--- config.mk ---
export PLATFORM = sky130hd
export DESIGN_NAME = input_debounce_flat
export DESIGN_NICKNAME = d
export VERILOG_FILES = /design/src/rtl/input_debounce_if.sv /design/src/rtl/input_debounce.sv /design/src/flat_wrapper.sv
export SDC_FILE = /design/constraint.sdc
export NUM_CORES = 1
export LEC_CHECK = 0
export BUFFER_PORTS_ARGS = -buffer_cell sky130_fd_sc_hd__buf_2
export CAP_MARGIN = 20
export CORE_ASPECT_RATIO = 1.5
export CORE_MARGIN = 2
export CORE_UTILIZATION = 50
export CTS_CLUSTER_DIAMETER = 120
export CTS_CLUSTER_SIZE = 8
export DETAILED_ROUTE_END_ITERATION = 12
export PLACE_DENSITY = 0.7
export SKIP_LAST_GASP = 1
export SYNTH_ARGS = -nofsm -noshare
export SYNTH_HDL_FRONTEND = slang
export SYNTH_SLANG_ARGS = --single-unit
export TNS_END_PERCENT = 1
--- constraint.sdc ---
create_clock -name clk -period 2.5 [get_ports clk]
set_input_delay 0.125 -clock clk [delete_from_list [all_inputs] [get_ports clk]]
set_output_delay 0.125 -clock clk [all_outputs]
set_load 0.01 [all_outputs]
--- src/rtl/input_debounce_if.sv ---
// Signal bundle between the raw-pad conditioner and its consumers.
// The master drives pads and clears; the slave (debouncer) returns levels and events.
interface input_debounce_if #(
  parameter int WIDTH = 21
);
  logic [WIDTH-1:0] raw_in;
  logic [WIDTH-1:0] clr;
  logic [WIDTH-1:0] db_out;
  logic [WIDTH-1:0] rise;
  logic [WIDTH-1:0] fall;
  logic [WIDTH-1:0] sticky;

  modport master (
    output raw_in,
    output clr,
    input  db_out,
    input  rise,
    input  fall,
    input  sticky
  );

  modport slave (
    input  raw_in,
    input  clr,
    output db_out,
    output rise,
    output fall,
    output sticky
  );
endinterface

--- src/rtl/input_debounce.sv ---
// Per-bit 2-FF synchroniser plus counter debouncer for the Basys3 switches and buttons.
// Produces debounced levels, single-cycle edge pulses and a CPU-clearable press latch.
module input_debounce #(
  parameter int WIDTH    = 21,
  parameter int DB_COUNT = 100000
) (
  input logic             clk,
  input logic             rst_n,
  input_debounce_if.slave bus
);

  localparam int CNT_W = $clog2(DB_COUNT + 1);
  localparam logic [CNT_W-1:0] LAST = CNT_W'(DB_COUNT - 1);

  logic [WIDTH-1:0] s1;
  logic [WIDTH-1:0] s2;
  logic [WIDTH-1:0] done;
  logic [WIDTH-1:0] rise_next;
  logic [WIDTH-1:0] fall_next;
  logic [CNT_W-1:0] cnt [WIDTH];

  // A bit flips when s2 has disagreed with the level for DB_COUNT straight cycles.
  always_comb begin
    done = '0;
    for (int i = 0; i < WIDTH; i++) begin
      done[i] = (s2[i] != bus.db_out[i]) && (cnt[i] == LAST);
    end
    rise_next = done & s2;
    fall_next = done & ~s2;
  end

  always_ff @(posedge clk or negedge rst_n) begin
    if (!rst_n) begin
      s1         <= '0;
      s2         <= '0;
      bus.db_out <= '0;
      bus.rise   <= '0;
      bus.fall   <= '0;
      bus.sticky <= '0;
      for (int i = 0; i < WIDTH; i++) begin
        cnt[i] <= '0;
      end
    end else begin
      s1 <= bus.raw_in;
      s2 <= s1;
      for (int i = 0; i < WIDTH; i++) begin
        if (s2[i] == bus.db_out[i] || done[i]) begin
          cnt[i] <= '0;
        end else begin
          cnt[i] <= cnt[i] + CNT_W'(1);
        end
      end
      bus.db_out <= bus.db_out ^ done;
      bus.rise   <= rise_next;
      bus.fall   <= fall_next;
      // A rise on the same edge as a clear keeps the latch set.
      bus.sticky <= (bus.sticky & ~bus.clr) | rise_next;
    end
  end

endmodule
--- src/flat_wrapper.sv ---
// flat-port wrapper written by rule: the top's interface ports become plain ports
module input_debounce_flat 
#(
  parameter int WIDTH    = 21,
  parameter int DB_COUNT = 100000
)
  (clk, rst_n, bus_raw_in, bus_clr, bus_db_out, bus_rise, bus_fall, bus_sticky);
  input_debounce_if #(.WIDTH(WIDTH)) bus_i ();
  input logic clk;
  input logic rst_n;
  input wire logic [$bits(bus_i.raw_in)-1:0] bus_raw_in;
  input wire logic [$bits(bus_i.clr)-1:0] bus_clr;
  output wire logic [$bits(bus_i.db_out)-1:0] bus_db_out;
  output wire logic [$bits(bus_i.rise)-1:0] bus_rise;
  output wire logic [$bits(bus_i.fall)-1:0] bus_fall;
  output wire logic [$bits(bus_i.sticky)-1:0] bus_sticky;
  assign bus_i.raw_in = bus_raw_in;
  assign bus_i.clr = bus_clr;
  assign bus_db_out = bus_i.db_out;
  assign bus_rise = bus_i.rise;
  assign bus_fall = bus_i.fall;
  assign bus_sticky = bus_i.sticky;
  input_debounce #(.WIDTH(WIDTH), .DB_COUNT(DB_COUNT)) u_core (.clk(clk), .rst_n(rst_n), .bus(bus_i));
endmodule
==> results.md <==
- Hold Fails Final Rpt: 0
- Initial antenna violation count: 1
- RSZ-0062 raised after global routing: no
- DRT antenna net count: 0
- Pwr dens: 665 nW/um^2
- Crit-path max cell delay: 0.54 ns
- Io pins: between 100 and 150
- Int Pwr: between 10 and 15 mW
- Die Y: 259 um
- WP buf/inv: 0
- Setup TNS: 0 ns
- Detailed router's first-iteration violation count: 694
- Yosys reg bits: approximately 480
- Slowest CP cell: nand2_1
- Net count after synthesis: about 2100
- Placed inst area: around 23000 um^2
- Overflow after GRT: 0
- N_diodes: 0
- Sequential Power Share: a little under half
- Fin crit share: a little over four fifths
- PortBufs: around 130
- Comb power frac: ~3.1%
- Final standard cell area without fillers: ~25000 um^2
- Met1 usage: approximately 23%
- Setup crit end kind: register
- Clk slew on worst S/H paths: approximately 0.05 ns
- Met2 Usage GRT: a little over a third
- CP required: about 3 ns
- Residual DRC: 0
- Clk root buf: clkbuf_16
- Arrival @ worst endpoint: around 2.5 ns
- Max_slew headroom: 51.2%
- Async SR Flop Fraction: 100%
- GRT busiest layer: met2
- Cts-stage hold buffer count: 43
- 1st-pass router iterations: 5
- Minimum clock period: 2.08 ns
- P_leak: 10.7 nW
- CTS buffer count: 70
- Footprint of the multi-input gates: roughly 9100 um^2
- Overall Global Routing Usage: 19.1%
- Ratio of routed vias to standard cells: 5.41
- Max frequency: 480 MHz
- WL/cell: 14.5 um
- Clk buf depth: 3
- Mapped Cells: 2033
- CP Max Fanout: 16
- Via count of the first global-routing pass: between 15000 and 20000
- Starting Density: 50.6%
- Gpl congestion: ~0.85
- Clk sink count: 483
- Top-count cell post-synth: dfrtp_1
- CORE AREA: between 40000 and 50000 um^2
- Yosys top cell area share: a little under three fifths
- Util after Layout: about three fifths
- Register area share after synthesis: a little under three fifths
- Max VDD drop: approximately 520 uV
- Unique masters post-synth: between 40 and 50
- Max-slew violations: 0
- H-tree levels: 3
- Worst hold path type: in -> async
- Final Skew: roughly 0.021 ns
- Die Span X: 174 um
- Synth top area cells: dfrtp_1 (56%), xnor2_1 (11%), nor2_1 (6.8%)
- Fill count: roughly 3600
- Worst-Margin Slew: about 0.73 ns
- Row cnt: 93
- Postcts setup bufs: 0
- Critical setup path kind: reg -> reg
- Routed vias: ~15000
- Crit start category: register
- Synth Warn #: 0
- Die Area: 45100 um^2
- Mean area per synthesized cell: about 11 um^2
- Final net count: roughly 2300
- CP Cell Sequence: ha_1 > and4_1 > nand4_1 > nand2_1 > nor2_1
- Largest net degree at the start of global routing: ~130
- Switching part of the total: a little over a fifth
- Leading area contributor after synthesis: dfrtp_1
- Post-synth top cells: dfrtp_1 (483), nor2_1 (394), xnor2_1 (278)
- First-pass GRT wire length: 73700 um
- Final setup vio count: 0
- Ratio of cells with drive above 1 in the final layout: about 13%
- P_sw: 3.62 mW
- CP delay by family, top: simple AND/OR/NAND/NOR gates
- Outcome: complete, no violations
- HPWL after detailed placement: between 20000 and 30000 um
- Max_cap viols: 0
- Clock Latency Late Sink: about 0.57 ns
- FF+latch area: ~12000 um^2
- Clock power frac: 49.1%
- Grt met3 use: between 3 and 4%
- Synth Cell Area: ~22000 um^2
- WL final: 41300 um
- Top FF cell, synth: dfrtp_1
- CTS tree: done
- P&R area growth vs syn: 17.0%
- Post-synth EDFFs: 0
- Post-cts sizing count: 0
==> metal layers <==
| layer | wire length, um | vias to the layer above |
|---|---|---|
| met1 | 16900 | 7579 |
| met3 | 1510 | 75 |
| met4 | 833 | 2 |
| li1 | - | 7464 |
| met5 | 13 | - |
| met2 | 22000 | 233 |
==> power groups by stage <==
stage / combinational (mW) / sequential, mW / clock [mW]
global placement: 0.466 / 8.18 / 0
finish: 0.518 / 8.07 / 8.29
CTS: 0.540 / 8.07 / 8.54
floorplan: 0.229 / 8.16 / 0
global route: 0.606 / 8.08 / 8.89
detailed placement: 0.482 / 8.19 / 0
==> final timing paths <==
kind                                 startpoint             endpoint  slack, ns  depth (start not counted)
worst max-delay path            u_core.cnt[136]      u_core.cnt[145]       0.42                          5
max in group asynchronous                 rst_n  u_core.bus.rise[20]       1.47                          4
worst max register to register  u_core.cnt[136]      u_core.cnt[145]       0.42                          5
worst min-delay path                      rst_n      u_core.cnt[238]       0.18                          3
worst min register to register     u_core.s1[1]         u_core.s2[1]       0.34                          0
min in group clk                  bus_raw_in[8]         u_core.s1[8]       0.19                          2
==> cells by family (layout without fill, tap and decap cells) <==
group	Yosys count	in the layout	share of synthesized area, %
buffers and inverters	107	343	2.15
and+or+nand+nor	1035	1035	25.4
adders and majority gates	21	21	1.21
DFF	483	483	55.7
muxes	21	21	1.09
AOI/OAI and AO/OA	35	35	1.04
xor gates and xnor gates	331	331	13.4
==> tightest hold or removal path, cell delays in order <==
cell and delay (ns):
dlygate4sd3_1 0.56, buf_8 0.15, buf_12 0.32
==> layout make-up <==
cell class                 count  area share [%]
clock inverter                 4           0.192
sequential                   483            47.7
inverter                      78            1.15
tap                          570            2.81
clock buffer                  73            7.20
timing repair buffer         188            4.97
multi-input combinational   1443            36.0
==> flip-flops by register name (all words and copies together), names as in the netlist, named ones only <==
| name | flops |
|---|---|
| u_core.bus.rise | 21 |
| u_core.s1 | 21 |
| u_core.bus.fall | 21 |
| u_core.cnt | 357 |
| u_core.bus.sticky | 21 |
| u_core.s2 | 21 |
==> metrics by stage <==
stage / hold slack, ns / power (mW) / cells / worst slack, ns
floorplan: -0.171 / 8.39 / 2033 / 0.572
global placement: 0.216 / 8.65 / 2719 / 0.494
detailed placement: 0.217 / 8.67 / 2719 / 0.425
CTS: 0.163 / 17.2 / 2839 / 0.408
global route: 0.170 / 17.6 / 2839 / 0.243
finish: 0.178 / 16.9 / 2839 / 0.417
==> layout by cell type, fill, tap and decap left out, drive strengths merged <==
master / instances
a21o: 16
a21oi: 5
and2: 1
and3: 23
and4: 3
and4b: 1
buf: 145
clkbuf: 73
clkinv: 2
clkinvlp: 1
dfrtp: 483
dlygate4sd3: 43
ha: 21
inv: 79
mux2: 21
nand2: 72
nand2b: 5
nand3: 112
nand4: 110
nand4b: 18
nor2: 394
nor2b: 4
nor3: 82
nor3b: 41
nor4: 104
nor4b: 2
nor4bb: 5
o21ai: 7
o22ai: 5
o31ai: 2
or2: 11
or3: 3
or4: 16
or4b: 28
xnor2: 278
xor2: 53
Power figures use the tool's default switching activity.
